===== src/rtl/store_commit_buffer_pkg.sv =====
`default_nettype none
// +----------------------------------------------------------------------------+
// | Module      : store_commit_buffer_pkg                                      |
// | Description : Shared entry type and cacheability rule for the store buffer |
// | Revision    : 1.0                                                          |
// +----------------------------------------------------------------------------+
package store_commit_buffer_pkg;

    localparam int unsigned C_XLEN = 32;

    typedef struct packed {
        logic [C_XLEN-1:0]   paddr;
        logic [C_XLEN-1:0]   data;
        logic [C_XLEN/8-1:0] be;
        logic                nc;
    } store_entry_t;

    // One extra bit keeps base+len from wrapping at the top of the address space.
    function automatic logic is_cacheable(
        input logic [C_XLEN-1:0] addr,
        input logic [C_XLEN-1:0] base,
        input logic [C_XLEN-1:0] len
    );
        logic [C_XLEN:0] w_end;
        w_end = {1'b0, base} + {1'b0, len};
        return ({1'b0, addr} >= {1'b0, base}) && ({1'b0, addr} < w_end);
    endfunction

endpackage
`default_nettype wire


===== src/rtl/store_commit_buffer_outstanding.sv =====
`default_nettype none
// +----------------------------------------------------------------------------+
// | Module      : store_outstanding_cnt                                        |
// | Description : Saturating count of cache writes granted but not yet acked   |
// | Revision    : 1.0                                                          |
// +----------------------------------------------------------------------------+
module store_outstanding_cnt #(
    parameter int unsigned MAX_OUTSTANDING = 7
) (
    input  logic clk_i,
    input  logic rst_ni,
    input  logic grant_i,
    input  logic ack_i,
    output logic can_issue_o,
    output logic zero_o
);

    localparam int unsigned C_W = $clog2(MAX_OUTSTANDING + 1);

    logic [C_W-1:0] r_cnt;
    logic           w_inc;
    logic           w_dec;

    assign w_inc = grant_i && (r_cnt != C_W'(MAX_OUTSTANDING));
    assign w_dec = ack_i && (r_cnt != '0);

    always_ff @(posedge clk_i or negedge rst_ni) begin
        if (!rst_ni) begin
            r_cnt <= '0;
        end else if (w_inc && !w_dec) begin
            r_cnt <= r_cnt + C_W'(1);
        end else if (!w_inc && w_dec) begin
            r_cnt <= r_cnt - C_W'(1);
        end
    end

    assign can_issue_o = (r_cnt < C_W'(MAX_OUTSTANDING));
    assign zero_o      = (r_cnt == '0);

    always_ff @(posedge clk_i) begin
        if (rst_ni) begin
            assert (!(ack_i && zero_o));
        end
    end

endmodule
`default_nettype wire


===== src/rtl/store_commit_buffer.sv =====
`default_nettype none
// +----------------------------------------------------------------------------+
// | Module      : store_commit_buffer                                          |
// | Description : Speculative store buffer draining committed stores in order  |
// | Revision    : 1.0                                                          |
// +----------------------------------------------------------------------------+
module store_commit_buffer
    import store_commit_buffer_pkg::*;
#(
    parameter int unsigned       DEPTH           = 4,
    parameter int unsigned       XLEN            = 32,
    parameter int unsigned       MAX_OUTSTANDING = 7,
    parameter logic [XLEN-1:0]   CACHED_BASE     = 32'h8000_0000,
    parameter logic [XLEN-1:0]   CACHED_LEN      = 32'h4000_0000
) (
    input  logic              clk_i,
    input  logic              rst_ni,
    input  logic              flush_i,
    input  logic              valid_i,
    input  logic [XLEN-1:0]   paddr_i,
    input  logic [XLEN-1:0]   data_i,
    input  logic [XLEN/8-1:0] be_i,
    output logic              ready_o,
    input  logic              commit_i,
    output logic              commit_ready_o,
    output logic              req_o,
    output logic [XLEN-1:0]   addr_o,
    output logic [XLEN-1:0]   wdata_o,
    output logic [XLEN/8-1:0] be_o,
    output logic              noncacheable_o,
    input  logic              gnt_i,
    input  logic              ack_i,
    input  logic [11:0]       page_offset_i,
    output logic              page_offset_match_o,
    output logic              no_st_pending_o
);

    localparam int unsigned C_PTR_W = $clog2(DEPTH);
    localparam int unsigned C_CNT_W = C_PTR_W + 1;

    store_entry_t         r_entries [DEPTH];
    logic [C_PTR_W-1:0]   r_issue_ptr;
    logic [C_PTR_W-1:0]   r_commit_ptr;
    logic [C_PTR_W-1:0]   r_tail_ptr;
    logic [C_CNT_W-1:0]   r_cnt_committed;
    logic [C_CNT_W-1:0]   r_cnt_spec;

    logic [C_CNT_W-1:0]   w_total;
    logic                 w_push;
    logic                 w_commit;
    logic                 w_grant;
    logic                 w_can_issue;
    logic                 w_out_zero;
    logic [C_PTR_W-1:0]   w_commit_ptr_nxt;
    store_entry_t         w_new_entry;
    store_entry_t         w_head;
    logic [DEPTH-1:0]     w_hit;
    logic                 w_unused_offset_bits;

    assign w_total        = r_cnt_committed + r_cnt_spec;
    assign ready_o        = (w_total < C_CNT_W'(DEPTH));
    assign commit_ready_o = (r_cnt_spec != '0);

    // A push coinciding with a flush belongs to the discarded speculative path.
    assign w_push           = valid_i && ready_o && !flush_i;
    assign w_commit         = commit_i && commit_ready_o;
    assign w_grant          = req_o && gnt_i;
    assign w_commit_ptr_nxt = r_commit_ptr + C_PTR_W'(w_commit);

    always_comb begin
        w_new_entry       = '0;
        w_new_entry.paddr = paddr_i;
        w_new_entry.data  = data_i;
        w_new_entry.be    = be_i;
        w_new_entry.nc    = !is_cacheable(paddr_i, CACHED_BASE, CACHED_LEN);
    end

    always_ff @(posedge clk_i or negedge rst_ni) begin
        if (!rst_ni) begin
            for (int i = 0; i < DEPTH; i++) begin
                r_entries[i] <= '0;
            end
        end else if (w_push) begin
            r_entries[r_tail_ptr] <= w_new_entry;
        end
    end

    always_ff @(posedge clk_i or negedge rst_ni) begin
        if (!rst_ni) begin
            r_issue_ptr     <= '0;
            r_commit_ptr    <= '0;
            r_tail_ptr      <= '0;
            r_cnt_committed <= '0;
            r_cnt_spec      <= '0;
        end else begin
            r_issue_ptr     <= r_issue_ptr + C_PTR_W'(w_grant);
            r_commit_ptr    <= w_commit_ptr_nxt;
            r_cnt_committed <= r_cnt_committed + C_CNT_W'(w_commit) - C_CNT_W'(w_grant);
            if (flush_i) begin
                r_tail_ptr <= w_commit_ptr_nxt;
                r_cnt_spec <= '0;
            end else begin
                r_tail_ptr <= r_tail_ptr + C_PTR_W'(w_push);
                r_cnt_spec <= r_cnt_spec + C_CNT_W'(w_push) - C_CNT_W'(w_commit);
            end
        end
    end

    store_outstanding_cnt #(
        .MAX_OUTSTANDING (MAX_OUTSTANDING)
    ) u_outstanding (
        .clk_i       (clk_i),
        .rst_ni      (rst_ni),
        .grant_i     (w_grant),
        .ack_i       (ack_i),
        .can_issue_o (w_can_issue),
        .zero_o      (w_out_zero)
    );

    // Non-cacheable writes wait for an empty pipe so they cannot overtake earlier writes.
    assign w_head         = r_entries[r_issue_ptr];
    assign req_o          = (r_cnt_committed != '0) && w_can_issue && (!w_head.nc || w_out_zero);
    assign addr_o         = w_head.paddr;
    assign wdata_o        = w_head.data;
    assign be_o           = w_head.be;
    assign noncacheable_o = w_head.nc;

    for (genvar gi = 0; gi < DEPTH; gi++) begin : g_match
        logic [C_PTR_W-1:0] w_rel;
        assign w_rel      = C_PTR_W'(gi) - r_issue_ptr;
        assign w_hit[gi]  = ({1'b0, w_rel} < w_total)
                         && (r_entries[gi].paddr[11:3] == page_offset_i[11:3]);
    end

    assign page_offset_match_o  = |w_hit;
    assign no_st_pending_o      = (w_total == '0) && w_out_zero;
    assign w_unused_offset_bits = ^page_offset_i[2:0];

    always_ff @(posedge clk_i) begin
        if (rst_ni) begin
            assert (!(valid_i && !ready_o));
            assert (!(commit_i && !commit_ready_o));
        end
    end

endmodule
`default_nettype wire


===== config.mk =====
export PLATFORM = sky130hd
export DESIGN_NAME = store_commit_buffer
export DESIGN_NICKNAME = d
export VERILOG_FILES = /design/src/rtl/store_commit_buffer_pkg.sv /design/src/rtl/store_commit_buffer_outstanding.sv /design/src/rtl/store_commit_buffer.sv
export SDC_FILE = /design/constraint.sdc
export NUM_CORES = 1
export LEC_CHECK = 0
export ABC_AREA = 1
export CAP_MARGIN = 20
export CELL_PAD_IN_SITES_DETAIL_PLACEMENT = 1
export CELL_PAD_IN_SITES_GLOBAL_PLACEMENT = 1
export CORE_ASPECT_RATIO = 0.8
export CORE_UTILIZATION = 43
export DETAILED_ROUTE_END_ITERATION = 6
export PLACE_DENSITY_LB_ADDON = 0.1
export SYNTH_ARGS = -nofsm -noshare
export SYNTH_HDL_FRONTEND = slang
export SYNTH_SLANG_ARGS = --single-unit

===== constraint.sdc =====
create_clock -name clk_i -period 3.14 [get_ports clk_i]
set_clock_uncertainty 0.15 [all_clocks]
set_input_delay 0.314 -clock clk_i [delete_from_list [all_inputs] [get_ports clk_i]]
set_output_delay 0.314 -clock clk_i [all_outputs]
set_load 0.05 [all_outputs]

**Word level (Yosys, flattened, before mapping)**

Index checks and enable logic that the tools add are counted.

- Output and inout bits: 74
- Register bits: 291

- Equal/unequal tests: 5
- $lt $le $gt $ge: 11
- Reduce and logical (&&, ||, !) cells: 30
- Muxes and demuxes: 10
- Bitwise gates (word level): 2
- Add/sub/neg operators: 14

Operator list:

| operator | number |
|---|---|
| bitwise mux 276 bit | 1 |
| 2-to-1 mux 69 bit | 3 |
| binary-select mux 69 bit (select 2 bit) | 1 |
| demux 69 bit (select 2 bit) | 1 |
| equality test 9 bit | 4 |
| greater-or-equal comparator 32 bit (second input constant) | 1 |
| less-than comparator 32 bit (second input constant) | 1 |
| logical AND 1 bit | 17 |
| less-than comparator 2 x 3 -> 1 bit | 4 |
| 2-to-1 mux 3 bit | 3 |
| nonzero test 3 bit | 3 |
| adder 2 x 1 -> 2 bit | 3 |
| adder 3 x 1 -> 3 bit | 2 |
| greater-or-equal comparator 3 bit (second input constant) | 2 |
| zero test 3 bit | 2 |
| less-than comparator 3 bit (second input constant) | 2 |
| NOT 2 -> 3 bit | 2 |
| subtractor 3 x 1 -> 3 bit | 2 |
| zero test 1 bit | 5 |
| OR reduction 4 bit | 1 |
| subtractor 1 x 2 -> 2 bit (first input constant) | 2 |
| subtractor 2 bit (first input constant) | 2 |
| adder 3 x 1 -> 3 bit (second input constant) | 1 |
| adder 3 bit | 1 |
| 6 further kinds | 6 |

**Depth between registers and ports, before layout**

Gate-level depths: netlist of run 1.

- Depth after elaboration: 13
- Gate-level depth with buffers: 15

**Modules after synthesis**

From an unflattened synthesis of run 1, not the netlist that was laid out.

- Cells, all modules: 1501
- Area total of the unflattened synthesis: 13711.9 µm²

Modules (own cells, without submodules):

| module | area each (µm²) | cells an instance | instances |
|---|---|---|---|
| store_commit_buffer | 13513.0 | 1477 | 1 |
| store_outstanding_cnt | 198.9 | 24 | 1 |

**Least setup slack after synthesis of run 1**

No wires, ideal clock.

- Path kind: register -> register
- Start point: reg r_issue_ptr[1]
- End point: reg r_cnt_committed[2]
- Library setup time: 0.129 ns
- Slack: -0.092 ns
- Data arrival time: 2.953 ns
- Cell stages (with the launch flop): 13
- Buffers on the path: 1
- Period minus slack after synthesis: 3.232 ns
- Cells stage by stage: dfrtp_1 > clkbuf_1 > nand2_1 > o2111ai_1 > nand2_1 > nand2_1 > nor2_1 > ha_1 > inv_1 > ha_1 > fa_1 > xnor2_1 > xor2_1

- Word-level cells in the longest chain between the ends: 9

RTL lines:

| what | line | RTL |
|---|---|---|
| start: declaration | store_commit_buffer.sv:42 | `logic [C_PTR_W-1:0] r_issue_ptr;` |
| start signal: assignment | store_commit_buffer.sv:96 | `r_issue_ptr <= r_issue_ptr + C_PTR_W'(w_grant);` |
| NOT 2 -> 3 bit (implied by the code) | store_commit_buffer.sv:121 | `assign w_head = r_entries[r_issue_ptr];` |
| binary-select mux 69 bit (select 2 bit) | store_commit_buffer.sv:121 |  |
| 2-to-1 mux 69 bit (implied by the code) (2 in series) | store_commit_buffer.sv:121 |  |
| net noncacheable_o | store_commit_buffer.sv:30 | `output logic noncacheable_o,` |
| zero test 1 bit | store_commit_buffer.sv:122 | `assign req_o = (r_cnt_committed != '0) && w_can_issue && (!w_head.nc \|\| w_out_zero);` |
| logical OR 1 bit | store_commit_buffer.sv:122 |  |
| logical AND 1 bit | store_commit_buffer.sv:122 |  |
| logical AND 1 bit | store_commit_buffer.sv:67 | `assign w_grant = req_o && gnt_i;` |
| subtractor 3 x 1 -> 3 bit | store_commit_buffer.sv:98 | `r_cnt_committed <= r_cnt_committed + C_CNT_W'(w_commit) - C_CNT_W'(w_grant);` |
| end signal: assignment | store_commit_buffer.sv:98 |  |
| end: declaration | store_commit_buffer.sv:45 | `logic [C_CNT_W-1:0] r_cnt_committed;` |

The timed path passes the listed nets, and every way through them passes these cells. The select of a mux whose other input is x is not followed.
A chain may end at the register's enable or synchronous reset.

**Worst setup path after layout of run 1**

- Start point: reg r_cnt_committed[0]
- End point: out page_offset_match_o

- Word-level cells in the longest chain between the ends: 4
- Elaborated cells between the ends (all ways): 10
- Classes of those cells: add/sub: 1; order compare: 4; reduce/logical: 5

RTL lines:

| what | line | RTL |
|---|---|---|
| adder 3 bit * | store_commit_buffer.sv:60 | `assign w_total = r_cnt_committed + r_cnt_spec;` |
| less-than comparator 2 x 3 -> 1 bit | store_commit_buffer.sv:131 | `assign w_hit[gi] = ({1'b0, w_rel} < w_total)` |
| logical AND 1 bit | store_commit_buffer.sv:132 | `&& (r_entries[gi].paddr[11:3] == page_offset_i[11:3]);` |
| OR reduction 4 bit * | store_commit_buffer.sv:135 | `assign page_offset_match_o = \|w_hit;` |
| end: declaration | store_commit_buffer.sv:34 | `output logic page_offset_match_o,` |

Mark *: on every way between the ends. The rest lies on a longest branch, timed or not.

==> metrics.cfg, run 1 <==
[clock_tree]
clkSinkCount = 291
path_clk_slew_ps = 60
htree_levels = 1
cts_tree = yes
cts_max_path_buffers = 3
cts_made_buffers = 31
clock_latency_ps = 560
ctsRootBufferMaster = clkbuf_16

[floorplan]
die_x_um = 202.0
die_h_um = 162.0
rows = 58
die_area_mm2 = 0.03273
core_area_mm2 = 0.03142
io-pin-count = 161
start_util = 0.4379

[critical_path]
cp.required_ps = 2680
max_stage_delay_ps = 490
crit_type = flop to output port
cp_max_fo = 5
r2r_end = r_cnt_spec[2]
cp_top_family = adder cells
cp-start-kind = flop
cp.arrival_ps = 2680
end_kind = output port
slowest_stage = fa_1
r2r_slack_ps = 300
path_cells = ha_2 > fa_1 > inv_2 > ha_1 > inv_1 > o21bai_1 > nand2_1 > nand2_1 > nor2_1 > nor2_1 > nand2_2 > buf_12
worst-path-buf-inv = 3
ff2ff_path_depth = 15
r2r_start = r_cnt_committed[0]

[yosys]
avgSynthCellArea_um2 = 9.235
ys_types = 35
yosysWarningCount = 0
async_reset_ff_frac = 1.000
yosysMostFrequentCell = nand2_1
synth_edf_count = 0
synthTopCellsByCount = nand2_1, dfrtp_1, inv_1
synth_top_area_frac = 0.5292
ys.flop_type = dfrtp_1
synthTopCellsByArea = dfrtp_1, nand2_1, a22oi_1
ys_seq_elements = 291
syn_inst = 1490
synth_seq_area_share = 0.5292
syn_area_mm2 = 0.01376
synth_top_area_cell = dfrtp_1
synth_fp_nets = 1594

[global_route]
antenna_found_initial = 2
grt_max_degree = 105
grt_first_pass_wirelength_um = 61750
grtUsageTotal = 0.2346
gr-total-overflow = 0
grt_pass1_vias = 11541

[detailed_routing]
drt_iter0_markers = 545
avgRoutedWirePerCell_um = 18.20
via_per_inst = 5.213
wl_um = 37400
antenna_left = 0
dr.pass1.iters = 5
num_vias = 10713
post-route-drc-count = 0

[power_and_ir_drop]
p_leak_nw = 8.179
irDropWorstVdd_mv = 0.9909
power_density_mw_per_mm2 = 1343

[timing]
post-route-period-util = 1.003
hold_viol_final = 0
setup_viol = 1
setup_slack_ps = -8.320
worst_slew_pin_slew_ps = 763.1
fmax_mhz = 317.6
timing.hold.ws_ps = 159.2
grt_setup_unrepaired = yes
post-route-min-period_ps = 3148
maxSlewViolCount = 0
relSlewSlack = 0.4912

[hold_path]
hp-class = input pin to asynchronous set/reset pin

[layout]
nFillCells = 3478
nets = 1716
seq_area_mm2 = 0.007283
areaGrowthSynthToFinish_pct = 24.93
final_area_mm2 = 0.01719
multi_input_comb_area_mm2 = 0.005092
final_layout_size_suffix_gt1_frac = 0.1408

[place]
portBuffers = 157
dp_hpwl_um = 23280
dpl_cell_area_mm2 = 0.01615
gp_congestion = 0.7858

[job]
drv_cap = 0

[status]
status = complete, but fails checks
violations = negative setup slack

cell type report:
class | count | area share
sequential | 291 | 0.4237
multi-input combinational | 927 | 0.2962
timing repair buffer | 181 | 0.1523
clock buffer | 47 | 0.05211
inverter | 180 | 0.03959
tap | 420 | 0.03057
clock inverter | 8 | 0.005459
antenna | 1 | 0.0001456
cell usage in the layout (no fill, tap or decap), types with 3 or more instances in the layout:
cell and count:
a22oi_1 114, buf_12 82, buf_4 10, buf_6 4, clkbuf_1 10, clkbuf_16 31
clkbuf_8 6, clkdlybuf4s50_1 83, clkinv_2 5, dfrtp_1 290, fa_1 4, ha_1 12
inv_1 176, inv_2 3, nand2_1 408, nand3_1 8, nand3_4 3, nor2_1 25
o211ai_1 20, o21ai_0 96, o21ai_1 115, o21ai_2 67, xnor2_1 21, xor2_1 12
layer usage:
metal / wire length, um / track usage / up-vias
li1: - / - / 5102
met1: 17470 / 0.3251 / 5377
met2: 17850 / 0.3885 / 177
met3: 1435 / 0.03772 / 55
met4: 619 / 0.05028 / 2
met5: 17 / 0 / -
registers in the layout (all words and copies together) (netlist names):
| signal | count |
|---|---|
| r_cnt_committed | 3 |
| r_cnt_spec | 3 |
| r_commit_ptr | 2 |
| r_entries | 276 |
| r_issue_ptr | 2 |
| r_tail_ptr | 2 |
| u_outstanding.r_cnt | 3 |
stage by stage:
step	power (W)	utilization	instances	setup TNS (ps)	worst slack (ps)
floorplan	0.01387	-	1490	0	249.3
global placement	0.01916	0.5141	1996	0	295.2
detailed placement	0.01955	0.5141	1996	0	227.4
global route	0.02446	0.5470	2054	-157.4	-157.4
CTS	0.02332	0.5470	2054	-47.97	-47.97
finish	0.02309	0.5471	2055	-8.320	-8.320
worst reg2reg max path: cells and delay by family, from the launching register on:
| kind | cells | cell delay (ps) |
|---|---|---|
| xor gates and xnor gates | 1 | 160 |
| buffers and inverters | 3 | 180 |
| DFF | 1 | 390 |
| adders and majority gates | 5 | 1380 |
| and+or+nand+nor | 6 | 480 |
what timing repair did:
| action | in CTS | in global routing |
|---|---|---|
| gates cloned | 0 | 0 |
| hold buffers | 1 | 0 |
| gates resized for setup | 7 | 1 |
| buffers inserted | 2 | 0 |
| pin swaps | 2 | 2 |
| setup endpoints to repair | 30 | 3 |
| endpoints found under the hold margin | 62 | 0 |
cell families (layout without fill, tap and decap cells):
kind of cell | Yosys count | in the layout | share of synthesized area
and+or+nand+nor | 455 | 455 | 0.1310
other | 0 | 1 | 0
xor gates and xnor gates | 33 | 33 | 0.02100
AOI/OAI and AO/OA | 420 | 420 | 0.1969
buffers and inverters | 272 | 416 | 0.1027
muxes | 2 | 2 | 0.001637
DFF | 291 | 291 | 0.5292
adders and majority gates | 17 | 17 | 0.01764
worst max-delay path by stage:
stage	endpoint	cells after the start	from	slack [ps]
finish	page_offset_match_o	12	r_cnt_committed[0]	-8
global route	page_offset_match_o	12	r_cnt_committed[0]	-160
CTS	page_offset_match_o	12	r_cnt_spec[0]	-50
detailed placement	r_cnt_spec[2]	15	r_cnt_committed[0]	230
global placement	r_cnt_spec[2]	15	r_cnt_committed[0]	300
floorplan	r_cnt_committed[2]	12	r_issue_ptr[1]	250
power breakdown:
group / internal [W] / switching (W) / leakage (nW)
clock network: 0.00211 / 0.00148 / 0.489
registers: 0.00555 / 0.00113 / 3.60
logic: 0.00534 / 0.00747 / 4.09
(Power assumes the default switching activity.)
==> inputs of run 2 (changes only) <==
--- a/config.mk
+++ b/config.mk
@@ -12,4 +12,6 @@
 export CORE_ASPECT_RATIO = 0.8
 export CORE_UTILIZATION = 43
+export CTS_CLUSTER_DIAMETER = 50
+export CTS_CLUSTER_SIZE = 25
 export DETAILED_ROUTE_END_ITERATION = 6
 export PLACE_DENSITY_LB_ADDON = 0.1
--- a/constraint.sdc
+++ b/constraint.sdc
@@ -3,3 +3,3 @@
 set_input_delay 0.314 -clock clk_i [delete_from_list [all_inputs] [get_ports clk_i]]
 set_output_delay 0.314 -clock clk_i [all_outputs]
-set_load 0.05 [all_outputs]
+set_load 0.005 [all_outputs]
==> run 2 against run 1 <==
The flow now finishes without violations. Clock power up 7.8%. Count of clock-buffer cells in the layout down 10. Wire length up 1.1%. Sequential share of layout area up 0.99 points. Final cell count up 0.68%. Worst hold slack worse by 3.7 ps. Die area unchanged.
==> metrics.cfg, run 2 (same netlist as run 1, synthesis figures left out) <==
[critical_path]
slowest_stage = fa_1
cp_top_family = adder cells
worst-path-buf-inv = 3  ; unchanged
crit_start = r_cnt_committed[0]
end_kind = output port
crit_type = flop to output port
r2r_start = r_cnt_committed[0]
max_stage_delay_ps = 490  ; about the same
cp-start-kind = flop
cp.required_ps = 2680  ; about the same
cp_max_fo = 5  ; unchanged
cp.arrival_ps = 2650  ; -30 ps
path_cells = ha_2 > fa_1 > inv_2 > ha_4 > inv_1 > o21bai_1 > nand2_1 > nand2_1 > nor2_1 > nor2_1 > nand2_2 > buf_2
r2r_slack_ps = 190  ; -110 ps

[power_and_ir_drop]
p_leak_nw = 7.936  ; -3.0%
finalPower_w = 0.01863  ; -19%
internal-power_w = 0.01169  ; -10%
p_clk_frac = 0.208  ; +0.052
power_switching_w = 0.006939  ; -31%
power_density_mw_per_mm2 = 1109  ; -17%
combPwrFrac = 0.436  ; -0.119
sw_frac_of_total = 0.3724  ; -0.06430
irDropWorstVdd_mv = 0.6771  ; -32%
pwr-share-seq = 0.357  ; +0.068

[clock_tree]
htree_levels = 1  ; unchanged
clock_latency_ps = 580  ; +20 ps
clkSinkCount = 291  ; unchanged
path_clk_slew_ps = 70  ; about the same
cts_made_buffers = 31  ; unchanged
cts_max_path_buffers = 3  ; unchanged
cts_tree = yes
ctsRootBufferMaster = clkbuf_16

[timing]
post-route-period-util = 0.9917  ; -0.01097
setup_slack_ps = 26.12  ; +34.44 ps
grt_setup_unrepaired = yes
post-route-min-period_ps = 3114  ; -34.44 ps
hold_viol_final = 0  ; unchanged
maxSlewViolCount = 0  ; unchanged
worst_slew_pin_slew_ps = 689.4  ; -73.71 ps
fmax_mhz = 321.1  ; +1.1%
relSlewSlack = 0.5404  ; +0.04914
setup_viol = 0  ; -1

[detailed_routing]
via_per_inst = 5.176  ; -0.71%
avgRoutedWirePerCell_um = 18.27  ; +0.39%
antenna_left = 0  ; unchanged
post-route-drc-count = 0  ; unchanged
num_vias = 10709  ; -0.037%
wl_um = 37800  ; +1.1%
dr.pass1.iters = 4  ; -1
drt_iter0_markers = 503  ; -7.7%

[global_route]
grt_first_pass_wirelength_um = 61990  ; +0.39%
gr-total-overflow = 0  ; unchanged
grt_pass1_vias = 11499  ; -0.36%
grtUsageTotal = 0.2371  ; +0.002518
grt_max_degree = 119  ; +13%
antenna_found_initial = 2  ; unchanged

[floorplan]
start_util = 0.4379  ; unchanged
io-pin-count = 161  ; unchanged
die_area_mm2 = 0.03273  ; unchanged
die_x_um = 202.0  ; unchanged
die_h_um = 162.0  ; unchanged
rows = 58  ; unchanged
core_area_mm2 = 0.03142  ; unchanged

[layout]
multi_input_comb_area_mm2 = 0.005124  ; +0.61%
layout_common_cells = nand2_1, dfrtp_1, inv_1, clkdlybuf4s50_1, o21ai_1
final_common_cell = nand2_1
nFillCells = 3575  ; +2.8%
nets = 1729  ; +0.76%
instances_no_fill = 2069  ; +0.68%
regMostFlops = r_entries
final_layout_size_suffix_gt1_frac = 0.1117  ; -0.02911
areaGrowthSynthToFinish_pct = 22.09
largest_reg_flops = 276  ; unchanged
seq_area_mm2 = 0.007284  ; about the same

[place]
dp_cells = 2003  ; +0.35%
gp_congestion = 0.7609  ; -3.2%
place_ws_ps = 190.7  ; -36.68 ps
portBuffers = 157  ; unchanged
dp_hpwl_um = 22580  ; -3.0%

[hold_path]
hp-class = input pin to asynchronous set/reset pin

[job]
drv_cap = 0  ; unchanged

[status]
status = finished, final reports clean

==> run 2: changes by cell type in the layout (fill, tap and decap cells not counted), sizes merged <==
cell / previous run / this run
clkdlybuf4s50: 83 / 154
inv: 181 / 187
clkinvlp: 0 / 5
clkinv: 5 / 3
bufinv: 2 / 4
dlymetal6s2s: 0 / 1
clkbuf: 47 / 38
buf: 97 / 37
==> run 2: worst paths after layout <==
kind | to | depth (start not counted)
worst max-delay path | page_offset_match_o | 12
worst min-delay path | r_entries[111] | 2
worst max register to register | r_cnt_spec[2] | 16
worst min register to register | r_commit_ptr[1] | 1
max in group asynchronous | r_entries[213] | 3
min in group clk_i | r_entries[12] | 3
==> run 2: per-layer routing <==
metal | wire, um | track usage | vias up | share of wire
li1 | - | - | 5161 | -
met1 | 17740 | 0.3310 | 5332 | 0.47
met2 | 17790 | 0.3883 | 165 | 0.47
met3 | 1603 | 0.04414 | 51 | 0.042
met4 | 658 | 0.04408 | 0 | 0.017
met5 | 0 | 0 | - | 0
==> run 2: final cells by class <==
cell class,count,share of cell area
diodes,1,0.0001489
inverters,180,0.04081
clock inverters,19,0.01512
flip-flops and latches,291,0.4336
repair buffers,194,0.1254
multi-input cells,927,0.3050
well taps,420,0.03128
clock buffers,37,0.04870
==> run 2: worst reg2reg max path, delay by kind of cell (launching register included) <==
kind / cells / cell delay, ps
AND/OR/NAND/NOR: 6 / 450
buffers and inverters: 4 / 300
flip-flops: 1 / 390
XOR/XNOR: 1 / 170
adder cells (fa/ha/maj): 5 / 1390
==> run 2: power groups by stage <==
stage | clock (W) | sequential, W | combinational, W
after global placement | 0 | 0.00660 | 0.00754
final | 0.00387 | 0.00665 | 0.00812
after floorplan | 0 | 0.00638 | 0.00452
after global routing | 0.00411 | 0.00687 | 0.00905
after detailed placement | 0 | 0.00669 | 0.00776
after CTS | 0.00398 | 0.00664 | 0.00808
==> run 2: repair_timing <==
action | CTS | global route
endpoints found under the setup margin | 42 | 30
buffers inserted | 5 | 1
pin swaps | 3 | 2
gates cloned | 1 | 1
gates resized for setup | 10 | 11
hold buffers | 1 | 0
hold endpoints to repair | 76 | 0
==> run 2: stage by stage <==
| step | utilization | instance area (um^2) | TNS [ps] | hold slack [ps] |
|---|---|---|---|---|
| 2_1_floorplan | - | 13760 | 0 | -131.6 |
| 3_3_place_gp | 0.4947 | 15540 | 0 | 225.5 |
| 3_5_place_dp | 0.4947 | 15540 | 0 | 220.7 |
| 4_1_cts | 0.5321 | 16720 | 0 | 141.9 |
| 5_1_grt | 0.5346 | 16800 | -165.6 | 178.6 |
| 6_report | 0.5347 | 16800 | 0 | 155.5 |
==> inputs of run 3 (changes only) <==
GPL_ROUTABILITY_DRIVEN = 1   (was not set)
==> results of run 3 <==
The final DEF is identical to that of run 2; final timing and power are the same.
